[config.mk]
export PLATFORM = sky130hd
export DESIGN_NAME = fetch_unit
export DESIGN_NICKNAME = d
export VERILOG_FILES = /design/src/rtl/fetch_pkg.sv /design/src/rtl/fetch_fifo.sv /design/src/rtl/fetch_unit.sv
export SDC_FILE = /design/constraint.sdc
export NUM_CORES = 1
export LEC_CHECK = 0
export BUFFER_PORTS_ARGS = -buffer_cell sky130_fd_sc_hd__buf_4
export CORE_ASPECT_RATIO = 0.6
export CORE_MARGIN = 2
export CORE_UTILIZATION = 52
export DETAILED_ROUTE_END_ITERATION = 7
export GPL_TIMING_DRIVEN = 0
export PLACE_DENSITY = 0.75
export SETUP_SLACK_MARGIN = 0.05
export SYNTH_ARGS = -nofsm -noshare
export SYNTH_HDL_FRONTEND = slang
export SYNTH_HIERARCHICAL = 1
export SYNTH_SLANG_ARGS = --single-unit
export TNS_END_PERCENT = 20
[constraint.sdc]
create_clock -name clk -period 2.9 [get_ports clk]
set_input_delay 0.145 -clock clk [delete_from_list [all_inputs] [get_ports clk]]
set_output_delay 0.145 -clock clk [all_outputs]
set_load 0.02 [all_outputs]
[src/rtl/fetch_pkg.sv]
// Shared types and default sizes for the instruction fetch stage.
package fetch_pkg;

  typedef enum logic {
    RUN     = 1'b0,
    DISCARD = 1'b1
  } fetch_state_t;

  localparam int unsigned FETCH_ADDR_W  = 4;
  localparam int unsigned FETCH_INSTR_W = 4;
  localparam int unsigned FETCH_DEPTH   = 4;
  localparam int unsigned PERF_CNT_W    = 8;

endpackage

[src/rtl/fetch_fifo.sv]
// First-word fall-through prefetch queue with synchronous flush.
// Flush wins over push and pop; push is ignored when full, pop when empty.
module fetch_fifo #(
  parameter int unsigned WIDTH = 8,
  parameter int unsigned DEPTH = 4
) (
  input  logic                     clk,
  input  logic                     reset,
  input  logic                     flush,
  input  logic                     push,
  input  logic [WIDTH-1:0]         wdata,
  input  logic                     pop,
  output logic [WIDTH-1:0]         rdata,
  output logic [$clog2(DEPTH):0]   count,
  output logic                     full,
  output logic                     empty
);

  localparam int unsigned PTR_W = $clog2(DEPTH);
  localparam int unsigned CNT_W = PTR_W + 1;

  logic [WIDTH-1:0] mem [DEPTH];
  logic [PTR_W-1:0] wr_ptr;
  logic [PTR_W-1:0] rd_ptr;
  logic             do_push;
  logic             do_pop;

  assign full    = (count == CNT_W'(DEPTH));
  assign empty   = (count == '0);
  assign do_push = push && !full && !flush;
  assign do_pop  = pop && !empty && !flush;
  assign rdata   = mem[rd_ptr];

  // Storage array; cleared on reset so the head reads zero out of reset.
  always_ff @(posedge clk or negedge reset) begin
    if (!reset) begin
      for (int i = 0; i < int'(DEPTH); i++) mem[i] <= '0;
    end else if (do_push) begin
      mem[wr_ptr] <= wdata;
    end
  end

  // Pointers and occupancy.
  always_ff @(posedge clk or negedge reset) begin
    if (!reset) begin
      wr_ptr <= '0;
      rd_ptr <= '0;
      count  <= '0;
    end else if (flush) begin
      wr_ptr <= '0;
      rd_ptr <= '0;
      count  <= '0;
    end else begin
      if (do_push) wr_ptr <= wr_ptr + 1'b1;
      if (do_pop)  rd_ptr <= rd_ptr + 1'b1;
      case ({do_push, do_pop})
        2'b10:   count <= count + 1'b1;
        2'b01:   count <= count - 1'b1;
        default: count <= count;
      endcase
    end
  end

endmodule

[src/rtl/fetch_unit.sv]
// Instruction fetch: PC generator with req/ack memory handshake, prefetch
// queue toward decode, and redirect with abandoned-request discard.
// Optional FETCH_PERF_EN adds a saturating enqueued-instruction counter.
module fetch_unit
  import fetch_pkg::*;
#(
  parameter int unsigned ADDR_W  = FETCH_ADDR_W,
  parameter int unsigned INSTR_W = FETCH_INSTR_W,
  parameter int unsigned DEPTH   = FETCH_DEPTH
) (
  input  logic               clk,
  input  logic               reset,
  output logic               imem_req,
  output logic [ADDR_W-1:0]  imem_addr,
  input  logic               imem_ack,
  input  logic [INSTR_W-1:0] imem_rdata,
  input  logic               redirect_valid,
  input  logic [ADDR_W-1:0]  redirect_pc,
  output logic               instr_valid,
  input  logic               instr_ready,
  output logic [INSTR_W-1:0] instr_data,
  output logic [ADDR_W-1:0]  instr_pc
`ifdef FETCH_PERF_EN
  ,
  output logic [PERF_CNT_W-1:0] perf_fetch_cnt
`endif
);

  localparam int unsigned CNT_W   = $clog2(DEPTH) + 1;
  localparam int unsigned ENTRY_W = ADDR_W + INSTR_W;

  fetch_state_t       state;
  fetch_state_t       state_nxt;
  logic [ADDR_W-1:0]  fetch_pc;
  logic [ADDR_W-1:0]  discard_addr;
  logic [CNT_W-1:0]   count;
  logic               full;
  logic               empty;
  logic [ENTRY_W-1:0] head;
  logic               push;
  logic               pop;

  // FSM state register.
  always_ff @(posedge clk or negedge reset) begin
    if (!reset) state <= RUN;
    else        state <= state_nxt;
  end

  // Next state: a redirect with an unanswered request must swallow its ack.
  always_comb begin
    state_nxt = state;
    if (redirect_valid) begin
      state_nxt = (imem_req && !imem_ack) ? DISCARD : RUN;
    end else if (state == DISCARD && imem_ack) begin
      state_nxt = RUN;
    end
  end

  // Request, address and queue strobes; request held low while in reset.
  always_comb begin
    imem_req  = 1'b0;
    imem_addr = fetch_pc;
    if (state == DISCARD) begin
      imem_req  = reset;
      imem_addr = discard_addr;
    end else begin
      imem_req  = reset && (count < CNT_W'(DEPTH));
    end
    push = (state == RUN) && imem_req && imem_ack && !redirect_valid && !full;
    pop  = instr_valid && instr_ready && !redirect_valid;
  end

  // Fetch PC: jump on redirect, advance on each enqueued instruction.
  always_ff @(posedge clk or negedge reset) begin
    if (!reset)              fetch_pc <= '0;
    else if (redirect_valid) fetch_pc <= redirect_pc;
    else if (push)           fetch_pc <= fetch_pc + 1'b1;
  end

  // Address of the request abandoned by a redirect, kept on the bus until acked.
  always_ff @(posedge clk or negedge reset) begin
    if (!reset)                               discard_addr <= '0;
    else if (redirect_valid && state == RUN)  discard_addr <= fetch_pc;
  end

  fetch_fifo #(
    .WIDTH (ENTRY_W),
    .DEPTH (DEPTH)
  ) u_fifo (
    .clk   (clk),
    .reset (reset),
    .flush (redirect_valid),
    .push  (push),
    .wdata ({fetch_pc, imem_rdata}),
    .pop   (pop),
    .rdata (head),
    .count (count),
    .full  (full),
    .empty (empty)
  );

  assign instr_valid = !empty;
  assign instr_pc    = head[ENTRY_W-1:INSTR_W];
  assign instr_data  = head[INSTR_W-1:0];

`ifdef FETCH_PERF_EN
  // Saturating count of enqueued instructions.
  always_ff @(posedge clk or negedge reset) begin
    if (!reset)                        perf_fetch_cnt <= '0;
    else if (push && perf_fetch_cnt != '1) perf_fetch_cnt <= perf_fetch_cnt + 1'b1;
  end
`endif

endmodule

### After elaboration in Yosys (flattened, before gate mapping)

Cells that the tools add are included.

| storage, ports and cells | value |
|---|---|
| output and inout bits | 14 |
| input bits | 13 |
| logic and storage cells | 69 |
| flip-flop bits (word level) | 48 |

| operators by class | value |
|---|---|
| mux-type cells | 19 |
| reductions and logical operators | 25 |
| bitwise logic cells | 3 |
| equality and inequality tests | 3 |
| add/subtract/negate cells | 5 |
| order comparisons | 4 |

Operator list:

| kind | count |
|---|---|
| $bwmux W32 | 1 |
| $mux W8 | 3 |
| $bmux W8 S2 | 1 |
| $demux W8 S2 | 1 |
| $logic_and A1 B1 Y1 | 15 |
| $mux W4 | 3 |
| $mux W2 | 4 |
| $reduce_bool A2 Y1 | 4 |
| $ge A3 B3 Y1 const B | 2 |
| $not A2 Y3 | 2 |
| $pmux W3 S2 | 1 |
| $add A2 B1 Y2 const B | 2 |
| $add A4 B1 Y4 const B | 1 |
| $logic_not A1 Y1 | 4 |
| $mux W1 | 4 |
| $add A3 B1 Y3 const B | 1 |
| $eq A3 B3 Y1 const B | 1 |
| $logic_not A3 Y1 | 1 |
| $lt A3 B1 Y1 const B | 1 |
| $lt A3 B3 Y1 const B | 1 |
| $mux W3 | 1 |
| $reduce_bool A3 Y1 | 1 |
| $sub A3 B1 Y3 const B | 1 |
| $eq A2 B1 Y1 const B | 1 |
| other kinds (2) | 2 |

### Longest topological paths before layout

Gate-level depths: netlist of run 1.

| logic depth | value |
|---|---|
| depth after elaboration | 12 |
| depth in mapped cells | 13 |
| gate-level depth less buffers | 11 |

### Modules after synthesis

The synthesis of run 1 kept the hierarchy.

By module, submodules not included:

| module | area an instance (sq um) | times used | cells each |
|---|---|---|---|
| fetch_fifo | 1938.1 | 1 | 144 |
| fetch_unit | 518.0 | 1 | 50 |

### Worst setup path before layout of run 1

OpenSTA, ideal clock, no wires.

| timing | value |
|---|---|
| kind | register to register |
| from | reg u_fifo.count[2] |
| to | reg u_fifo.count[2] |
| cell stages (with the launch flop) | 14 |
| period minus slack after synthesis | 2.979 ns |
| setup time | 0.083 ns |
| data arrival time | 2.896 ns |
| required time | 2.817 ns |
| setup slack | -0.079 ns |
| buffers on the path | 2 |
| path through | dfrtp_1 -> or3b_4 -> inv_1 -> nand4bb_1 -> buf_2 -> nor3_1 -> clkbuf_1 -> o21ai_0 -> and3b_1 -> fa_1 -> inv_1 -> o21ai_0 -> a31o_2 -> a31oi_1 |

RTL lines:

| item | RTL line | RTL |
|---|---|---|
| start, declared | fetch_fifo.sv:14 | `output logic [$clog2(DEPTH):0] count,` |
| start signal, assigned | fetch_fifo.sv:57 | `2'b10: count <= count + 1'b1;` |
| start signal, assigned | fetch_fifo.sv:58 | `2'b01: count <= count - 1'b1;` |
| start signal, assigned | fetch_fifo.sv:59 | `default: count <= count;` |
| $eq A3 B3 Y1 * | fetch_fifo.sv:28 | `assign full = (count == CNT_W'(DEPTH));` |
| named net full | fetch_unit.sv:37 | `logic full;` |
| $logic_not A1 Y1 * | fetch_unit.sv:69 | `push = (state == RUN) && imem_req && imem_ack && !redirect_valid && !full;` |
| $logic_and A1 B1 Y1 * | fetch_unit.sv:69 |  |
| named net push | fetch_unit.sv:40 | `logic push;` |
| $logic_and A1 B1 Y1 * (2 in a row) | fetch_fifo.sv:30 | `assign do_push = push && !full && !flush;` |
| $eq A2 B1 Y1 or $eq A2 B2 Y1 (tied branches) | fetch_fifo.sv:56 | `case ({do_push, do_pop})` |
| $pmux W3 S2 | fetch_fifo.sv:56 |  |
| $mux W3 | fetch_fifo.sv:49 | `end else if (flush) begin` |

Mark *: on every way through the listed nets, which the timed path passes. The rest lies on a longest branch.
A chain may end at the register's enable or synchronous reset.

### Worst setup path in the final report of run 1

Ends and elaborated chain as after synthesis.

==> results of run 1 <==
## Yosys cell counts (4+ instances only)
master	instances	share of area (%)
mux4_2	8	7.3
inv_1	8	1.2
o21ai_0	6	1.2
ha_1	5	2.5
nand2_1	8	1.2
a21oi_1	4	0.82
nand3_1	7	1.4
clkbuf_1	5	0.76
mux2_2	39	18
dfrtp_1	48	49
nor2_1	9	1.4
## stage by stage
step                setup WS, ps  std cells  power (mW)  TNS [ps]
floorplan                    144        194       0.983         0
global placement            -222        283        1.10      -361
detailed placement          -336        283        1.12      -589
CTS                          109        297        1.60         0
global route                83.2        298        1.68         0
finish                       203        298        1.59         0
## registers in the layout, summed over array words and instances (netlist names)
register,cells
discard_addr,4
u_fifo/rd_ptr,2
u_fifo/wr_ptr,2
u_fifo/mem,32
state,1
u_fifo/count,3
fetch_pc,4
## power groups by stage
stage / sequential, mW / combinational [mW] / clock [mW]
2_1_floorplan: 0.781 / 0.201 / 0
3_3_place_gp: 0.797 / 0.308 / 0
3_5_place_dp: 0.801 / 0.317 / 0
4_1_cts: 0.788 / 0.328 / 0.488
5_1_grt: 0.799 / 0.354 / 0.524
6_report: 0.787 / 0.324 / 0.479
## path summary, 6_finish.rpt
check | to | cells past startpoint | slack [ps]
min | fetch_pc[0]$_DFFE_PN0P_ | 3 | 50
min reg2reg | u_fifo/mem[25]$_DFFE_PN0P_ | 1 | 500
max | u_fifo/count[2]$_DFFE_PN0P_ | 13 | 200
min in group asynchronous | fetch_pc[0]$_DFFE_PN0P_ | 3 | 380
max reg2reg | u_fifo/count[2]$_DFFE_PN0P_ | 13 | 200
max in group asynchronous | u_fifo/count[0]$_DFFE_PN0P_ | 3 | 2280
## metal layers
| metal | global-route usage, % | up-vias | wire (um) |
|---|---|---|---|
| met2 | 33.0 | 34 | 2330 |
| met3 | 4.49 | 7 | 186 |
| li1 | - | 789 | - |
| met5 | 0 | - | 0 |
| met4 | 5.04 | 0 | 40 |
| met1 | 32.5 | 838 | 2460 |
## logic make-up after synthesis
group | count (synthesis) | synth area share [%]
fa+ha+maj | 6 | 3.36
mux | 48 | 25.7
buf+inv | 19 | 3.62
compound gates | 26 | 6.98
xor+xnor | 4 | 1.43
simple gates | 43 | 10.0
flops | 48 | 48.9
## repair_timing
| action | CTS | global route |
|---|---|---|
| endpoints found under the hold margin | 49 | 0 |
| setup buffers | 3 | 2 |
| resized for setup | 8 | 4 |
| setup endpoints to repair | 2 | 2 |
| hold buffers | 3 | 0 |
| pin swaps | 1 | 3 |
## worst min-delay path: cells and delay by family
| kind | cells | cell delay [ps] |
|---|---|---|
| and+or+nand+nor | 2 | 100 |
| buffers and inverters | 1 | 70 |
## final cells by class
cell class,instances,area (sq um),area share [%]
timing repair buffer,34,280,9.48
clock inverter,2,35.0,1.18
buffer,9,68.8,2.33
tap,63,78.8,2.67
sequential,48,1200,40.7
inverter,9,36.3,1.23
multi-input combinational,127,1180,39.9
clock buffer,6,72.6,2.45
==> results.txt, run 1 <==
Status - finished clean
WL per Instance - 16.8 um
First-pass GRT wire length - 8600 um
Clk network pwr share - 30.1%
CP Max Fanout - 10
Mapped Cells - 194
H-tree depth - 2
Cell area after synthesis - 2460 sq um
EDFF count, synth - 0
Crit path buf inv count - 4
Final Max Tran Viols - 0
DP Wirelength - 3420 um
RSZ-0062 raised after global routing - false
First-pass detailed-route iteration total - 4
NetSw - 0.420 mW
P&R area growth vs syn - 20.4%
Vias in the first global route - 1666
Post-synthesis sequential area ratio - 48.9%
Primary FF master, synth - dfrtp_1
CORE AREA - 4560 sq um
Critical path's slowest cell - dfrtp_1
Layout cells sized above 1 - 44.3%
Slew @ Worst Pin - 602 ps
Slew HR - 59.9%
CTS tree - done
Clock-pin slew on the worst setup and hold paths - 90 ps
Synthesized flop and latch total - 48
Post-Route Utilization - 64.8%
1st-iter DRT viols - 52
Leak - 1.36 nW
Sw frac - 26.4%
Mapped Nets - 213
GP Congestion - 0.786
DIE WIDTH - 92.7 um
Int Power - 1.17 mW
Final setup vio count - 0
Post-DP Area - 2740 sq um
Global router's overall resource usage - 21.6%
Setup CP Type - register to register
Max Root-Sink Buffers - 2
Critical path startpoint category - register
Worst skew pair latency - 300 ps
DRC viols - 0
Inserted Diodes - 0
FILL cells - 389
Crit. End Element - register
Reg-to-reg startpoint - u_fifo/count[2]$_DFFE_PN0P_
Initial antenna violation count - 0
Comb power frac - 20.4%
Clk sinks - 48
Post-Route WL - 5010 um
Via-to-Cell Ratio - 5.60
CP arrival - 2920 ps
Worst Setup SP - u_fifo/count[2]$_DFFE_PN0P_
Hold slack - 46.5 ps
Worst path required time - 3120 ps
Antenna viol nets, final - 0
Peak supply drop - 407 uV
Commonest cells after routing, fill and taps aside - 46 x dfrtp_1, 39 x mux2_2, 31 x buf_4
Min-delay src - redirect_pc[0]
NumNets Final - 253
Pwr Density - 538 nW/um^2
Setup Skew - 4.64 ps
Most common cell after layout, fill and taps aside - dfrtp_1
Max Clk Rate - 371 MHz
Avg Inst Size Synth - 12.7 sq um
Final Cycle Share - 93.0%
Crit-path max cell delay - 380 ps
Final instance area - 2960 sq um
Port Buffers - 26
Gr ovfl total - 0
Top Family by Delay on Critical Path - simple AND/OR/NAND/NOR gates
Die area - 5310 sq um
Largest net degree at the start of global routing - 49
Die Span Y - 57.2 um
CTS Buf Count - 5
I/O pins - 27
Distinct cells, synth - 42
Initial Util - 53.8%
Vias - 1668
Most frequent CP cell - o21ai_0
Flop pwr share - 49.5%
Asr flop ratio synth - 100%
Yosys warnings - 6
Tmin final - 2700 ps
CTS root buffer - clkbuf_8
Final hold viol count - 0
Min-Delay Path Class - input pin to register
Core Rows - 19
Max Cap Violations - 0
Worst-path cell chain - or3b_4 > inv_4 > nand4bb_1 > buf_6 > nor3_4 > buf_8 > o21ai_0 > and3b_1 > fa_2 > inv_1 > o21ai_0 > a31o_2 > a31oi_1
(Power assumes the default switching activity.)
==> run 2: changes to the inputs <==
--- a/config.mk
+++ b/config.mk
@@ -6,12 +6,14 @@
 export NUM_CORES = 1
 export LEC_CHECK = 0
 export BUFFER_PORTS_ARGS = -buffer_cell sky130_fd_sc_hd__buf_4
+export CELL_PAD_IN_SITES_DETAIL_PLACEMENT = 1
+export CELL_PAD_IN_SITES_GLOBAL_PLACEMENT = 1
 export CORE_ASPECT_RATIO = 0.6
 export CORE_MARGIN = 2
-export CORE_UTILIZATION = 52
+export CORE_UTILIZATION = 43
 export DETAILED_ROUTE_END_ITERATION = 7
 export GPL_TIMING_DRIVEN = 0
-export PLACE_DENSITY = 0.75
+export PLACE_DENSITY = 0.76
 export SETUP_SLACK_MARGIN = 0.05
 export SYNTH_ARGS = -nofsm -noshare
 export SYNTH_HDL_FRONTEND = slang
==> results.txt, run 2 (synthesis results as in run 1) <==
Status - finished clean
Max FFs per register - 32
Worst skew pair latency - 300 ps
Leak - 1.38 nW
Slew HR - 60.2%
Top Family by Delay on Critical Path - simple AND/OR/NAND/NOR gates
Tmin final - 2720 ps
WL per Instance - 18.1 um
CTS Buf Count - 5
FILL cells - 577
Gr ovfl total - 0
RSZ-0062 raised after global routing - false
Antenna viol nets, final - 0
DRC viols - 0
Die area - 6350 sq um
CTS root buffer - clkbuf_8
NumNets Final - 258
Inserted Diodes - 0
Reg-to-reg startpoint - u_fifo/count[2]$_DFFE_PN0P_
Clock-pin slew on the worst setup and hold paths - 90 ps
Setup CP Type - register to register
Crit-path max cell delay - 580 ps
1st-iter DRT viols - 86
Clk sinks - 48
Final hold viol count - 0
I/O pins - 27
Initial antenna violation count - 0
First-pass detailed-route iteration total - 4
Worst-path cell chain - or3b_4 > inv_2 > nand4bb_1 > buf_6 > nor3_4 > clkbuf_8 > o21ai_0 > and3b_2 > fa_2 > o311a_1 > a21oi_1 > nor3_1
Max Cap Violations - 0
Via-to-Cell Ratio - 5.30
Pwr Density - 541 nW/um^2
Final Cycle Share - 93.9%
Min-delay src - redirect_pc[0]
Core Rows - 21
Die Span Y - 62.5 um
GP Congestion - 0.782
Global router's overall resource usage - 20.5%
Peak supply drop - 247 uV
Most common cell after layout, fill and taps aside - dfrtp_1
Regs by FF count - u_fifo/mem: 32 flops, discard_addr: 4 flops, fetch_pc: 4 flops
Post-Route WL - 5790 um
First-pass GRT wire length - 9850 um
Max Root-Sink Buffers - 2
Critical path's slowest cell - fa_2
Setup_tns - 0 ps
Hold slack - 42.0 ps
Final setup vio count - 0
Setup Skew - 5.66 ps
Crit. End Element - register
Critical path startpoint category - register
Max Clk Rate - 367 MHz
Fin worst setup slack - 177 ps
CP Max Fanout - 3
Slew @ Worst Pin - 598 ps
CP arrival - 2940 ps
CTS tree - done
Worst path required time - 3120 ps
Vias - 1696
Commonest cells after routing, fill and taps aside - 46 x dfrtp_1, 39 x mux2_2, 36 x buf_4
Largest net degree at the start of global routing - 49
P&R area growth vs syn - 23.4%
DP Wirelength - 3850 um
Vias in the first global route - 1808
Layout cells sized above 1 - 46.3%
H-tree depth - 2
DIE WIDTH - 102 um
Worst Setup SP - u_fifo/count[2]$_DFFE_PN0P_
Final Max Tran Viols - 0
Port Buffers - 26
Biggest register - u_fifo/mem
CORE AREA - 5540 sq um
Initial Util - 44.3%
Crit path buf inv count - 3
Min-Delay Path Class - input pin to register
Placement Setup Slack - -397 ps
R2r setup slk - 180 ps
==> run 2: per-stage QoR <==
| step | utilization, % | cells | cell area (sq um) | power [mW] |
|---|---|---|---|---|
| 6_report | 54.7 | 320 | 3030 | 1.64 |
| 3_5_place_dp | 49.7 | 300 | 2760 | 1.12 |
| 3_3_place_gp | 49.7 | 300 | 2760 | 1.11 |
| 4_1_cts | 54.0 | 317 | 2990 | 1.66 |
| 2_1_floorplan | - | 194 | 2460 | 0.983 |
| 5_1_grt | 54.7 | 320 | 3030 | 1.73 |
==> run 2: final cells by class <==
cell class / count / area (sq um) / area share, %
Tap cell: 80 / 100 / 3.30
Multi-Input combinational cell: 127 / 1190 / 39.1
Clock inverter: 2 / 38.8 / 1.28
Inverter: 9 / 33.8 / 1.11
Sequential cell: 48 / 1200 / 39.7
Buffer: 9 / 67.6 / 2.23
Timing Repair Buffer: 39 / 318 / 10.5
Clock buffer: 6 / 82.6 / 2.73
==> run 2: layer usage <==
metal	wire length, um	global-route usage, %	share of wire (%)	vias up
li1	-	-	-	795
met1	2850	30.2	49	870
met2	2680	31.2	46	27
met3	213	4.14	3.7	4
met4	38	4.56	0.66	0
met5	0	0	0	-
==> run 2: power by group <==
part           internal, mW  total [mW]  switching [mW]
Clock                 0.282       0.516           0.234
Sequential            0.739       0.791          0.0524
Combinational         0.177       0.332           0.155
==> run 2: final timing paths <==
path | to | depth (start not counted)
max | u_fifo/count[1]$_DFFE_PN0P_ | 12
min | fetch_pc[0]$_DFFE_PN0P_ | 3
max reg2reg | u_fifo/count[1]$_DFFE_PN0P_ | 12
min reg2reg | u_fifo/mem[13]$_DFFE_PN0P_ | 1
max in group asynchronous | u_fifo/mem[13]$_DFFE_PN0P_ | 3
min in group asynchronous | u_fifo/count[1]$_DFFE_PN0P_ | 3
==> run 2: repair_timing <==
| action | 4_1_cts | 5_1_grt |
|---|---|---|
| setup buffers | 6 | 4 |
| gates resized for setup | 7 | 5 |
| endpoints found under the setup margin | 2 | 2 |
| hold buffers | 3 | 0 |
| pin swaps | 1 | 3 |
| hold endpoints to repair | 49 | 0 |
==> run 2: worst reg2reg max path: stages (launching register included) <==
cell       delay, ps
dfrtp_1          390
or3b_4           250
inv_2             60
nand4bb_1        200
buf_6            140
nor3_4           160
clkbuf_8         170
o21ai_0           70
and3b_2          230
fa_2             580
o311a_1          160
a21oi_1           70
nor3_1           170
==> run 3: changes to the inputs <==
--- a/config.mk
+++ b/config.mk
@@ -9,7 +9,7 @@
 export CELL_PAD_IN_SITES_DETAIL_PLACEMENT = 1
 export CELL_PAD_IN_SITES_GLOBAL_PLACEMENT = 1
 export CORE_ASPECT_RATIO = 0.6
-export CORE_MARGIN = 2
+export CORE_MARGIN = 10
 export CORE_UTILIZATION = 43
 export DETAILED_ROUTE_END_ITERATION = 7
 export GPL_TIMING_DRIVEN = 0
==> results.txt, run 3 (synthesis results as in run 1) <==
Vias in the first global route - 1856
Final Max Tran Viols - 0
Sw frac - 28.4%
Fin cells - 318
Status - finished clean
Fin worst setup slack - 214 ps
WL per Instance - 18.2 um
Slew HR - 61.3%
Final hold viol count - 0
Largest net degree at the start of global routing - 49
Int Power - 1.11 mW
Post-Route Utilization - 53.8%
DRC viols - 0
CP Max Fanout - 13
Antenna viol nets, final - 0
Initial antenna violation count - 0
Biggest register - u_fifo/mem
Final instance area - 2980 sq um
Flop pwr share - 50.8%
Critical Path Sink - u_fifo/count[2]$_DFFE_PN0P_
CTS Buf Count - 5
Min-Delay Path Class - input pin to register
Core Rows - 21
Vias - 1683
Max Clk Rate - 372 MHz
Leak - 1.37 nW
First-pass GRT wire length - 9870 um
Port Buffers - 26
Via-to-Cell Ratio - 5.29
Final setup vio count - 0
Setup_tns - 0 ps
Setup CP Type - register to register
Tmin final - 2690 ps
I/O pins - 27
Crit. End Element - register
Max FFs per register - 32
Dpl cells - 300
Most common cell after layout, fill and taps aside - dfrtp_1
Clock-pin slew on the worst setup and hold paths - 100 ps
RSZ-0062 raised after global routing - false
Die Span Y - 78.5 um
1st-iter DRT viols - 36
Placement Setup Slack - -420 ps
Reg-to-reg startpoint - u_fifo/count[1]$_DFFE_PN0P_
R2R depth - 11
Setup Skew - 8.76 ps
Worst Setup SP - u_fifo/count[1]$_DFFE_PN0P_
FILL cells - 584
CTS tree - done
Die area - 9230 sq um
Multi-input gate area - 1180 sq um
Post-Route WL - 5800 um
P&R area growth vs syn - 21.5%
NetSw - 0.440 mW
Critical path startpoint category - register
GP Congestion - 0.764
NumNets Final - 256
Pwr Total - 1.55 mW
Comb power frac - 21.2%
DP Wirelength - 3900 um
Peak supply drop - 239 uV
Worst skew pair latency - 310 ps
Hold slack - 51.2 ps
Reg-to-Reg End - u_fifo/count[2]$_DFFE_PN0P_
Regs by FF count - u_fifo/mem: 32 flops, discard_addr: 4 flops, fetch_pc: 4 flops
Commonest cells after routing, fill and taps aside - 46 x dfrtp_1, 39 x mux2_2, 34 x buf_4
Inserted Diodes - 0
First-pass detailed-route iteration total - 4
Clk network pwr share - 28.0%
Pwr Density - 520 nW/um^2
H-tree depth - 2
Max Root-Sink Buffers - 2
Post-DP Area - 2760 sq um
Gr ovfl total - 0
Max Cap Violations - 0
Slew @ Worst Pin - 580 ps
Initial Util - 44.3%
CP arrival - 2920 ps
Sequential cell area - 1200 sq um
Global router's overall resource usage - 13.3%
CTS root buffer - clkbuf_8
DIE WIDTH - 118 um
Clk sinks - 48
Final Cycle Share - 92.6%
Layout cells sized above 1 - 45.0%
R2r setup slk - 210 ps
Worst path required time - 3140 ps
CORE AREA - 5540 sq um
[run 3: cell types whose count changed in the layout (fill, tap and decap cells not counted)]
| cell | change |
|---|---|
| buf_4 | -2 |
| and3_1 | +1 |
| inv_6 | +1 |
| and3b_2 | -1 |
| and3_4 | -1 |
| bufinv_16 | -1 |
| clkinv_2 | +1 |
| clkinv_4 | -1 |
| and3b_1 | +1 |
[run 3: layer usage]
layer	up-vias	wire [um]	GRT usage, %	part of all wire [%]
li1	781	-	-	-
met1	878	2890	17.4	50
met3	7	192	4.00	3.3
met2	17	2650	20.2	46
met5	-	0	0	0
met4	0	72	5.16	1.2
[run 3: timing repair]
action,CTS,global route
resized for setup,7,2
pin swaps,1,3
endpoints found under the setup margin,2,2
setup buffers,3,5
hold buffers,3,0
hold endpoints to repair,49,0
[run 3: critical path, cell delays in order (launching register included)]
cell	delay, ps
dfrtp_2	440
or2_2	300
clkbuf_1	170
nor2_1	120
inv_1	50
and3_1	310
and3b_1	260
fa_2	400
nor2_1	120
nand3_1	80
a21o_1	190
a31oi_1	170
[run 3: final cells by class]
cell class	count	area share [%]
flip-flops and latches	48	40.3
repair buffers	37	10.1
well taps	80	3.35
plain buffers	9	2.26
clock buffers	6	2.77
inverters	9	1.13
clock inverters	2	0.461
multi-input cells	127	39.5
[run 3: power by group through the flow]
stage,sequential (mW),clock [mW],combinational (mW)
3_5_place_dp,0.799,0,0.321
4_1_cts,0.788,0.454,0.334
2_1_floorplan,0.781,0,0.201
5_1_grt,0.801,0.476,0.361
3_3_place_gp,0.797,0,0.313
6_report,0.788,0.434,0.328
[run 3: how the worst min path moves through the flow]
stage / slack, ps / depth (start not counted) / from / endpoint
6_report: 50 / 3 / redirect_pc[0] / fetch_pc[0]$_DFFE_PN0P_
2_1_floorplan: -150 / 0 / reset / discard_addr[0]$_DFFE_PN0P_
3_3_place_gp: 200 / 1 / reset / u_fifo/mem[24]$_DFFE_PN0P_
3_5_place_dp: 200 / 1 / reset / u_fifo/mem[24]$_DFFE_PN0P_
5_1_grt: 60 / 2 / redirect_pc[1] / fetch_pc[1]$_DFFE_PN0P_
4_1_cts: 50 / 2 / redirect_pc[1] / fetch_pc[1]$_DFFE_PN0P_
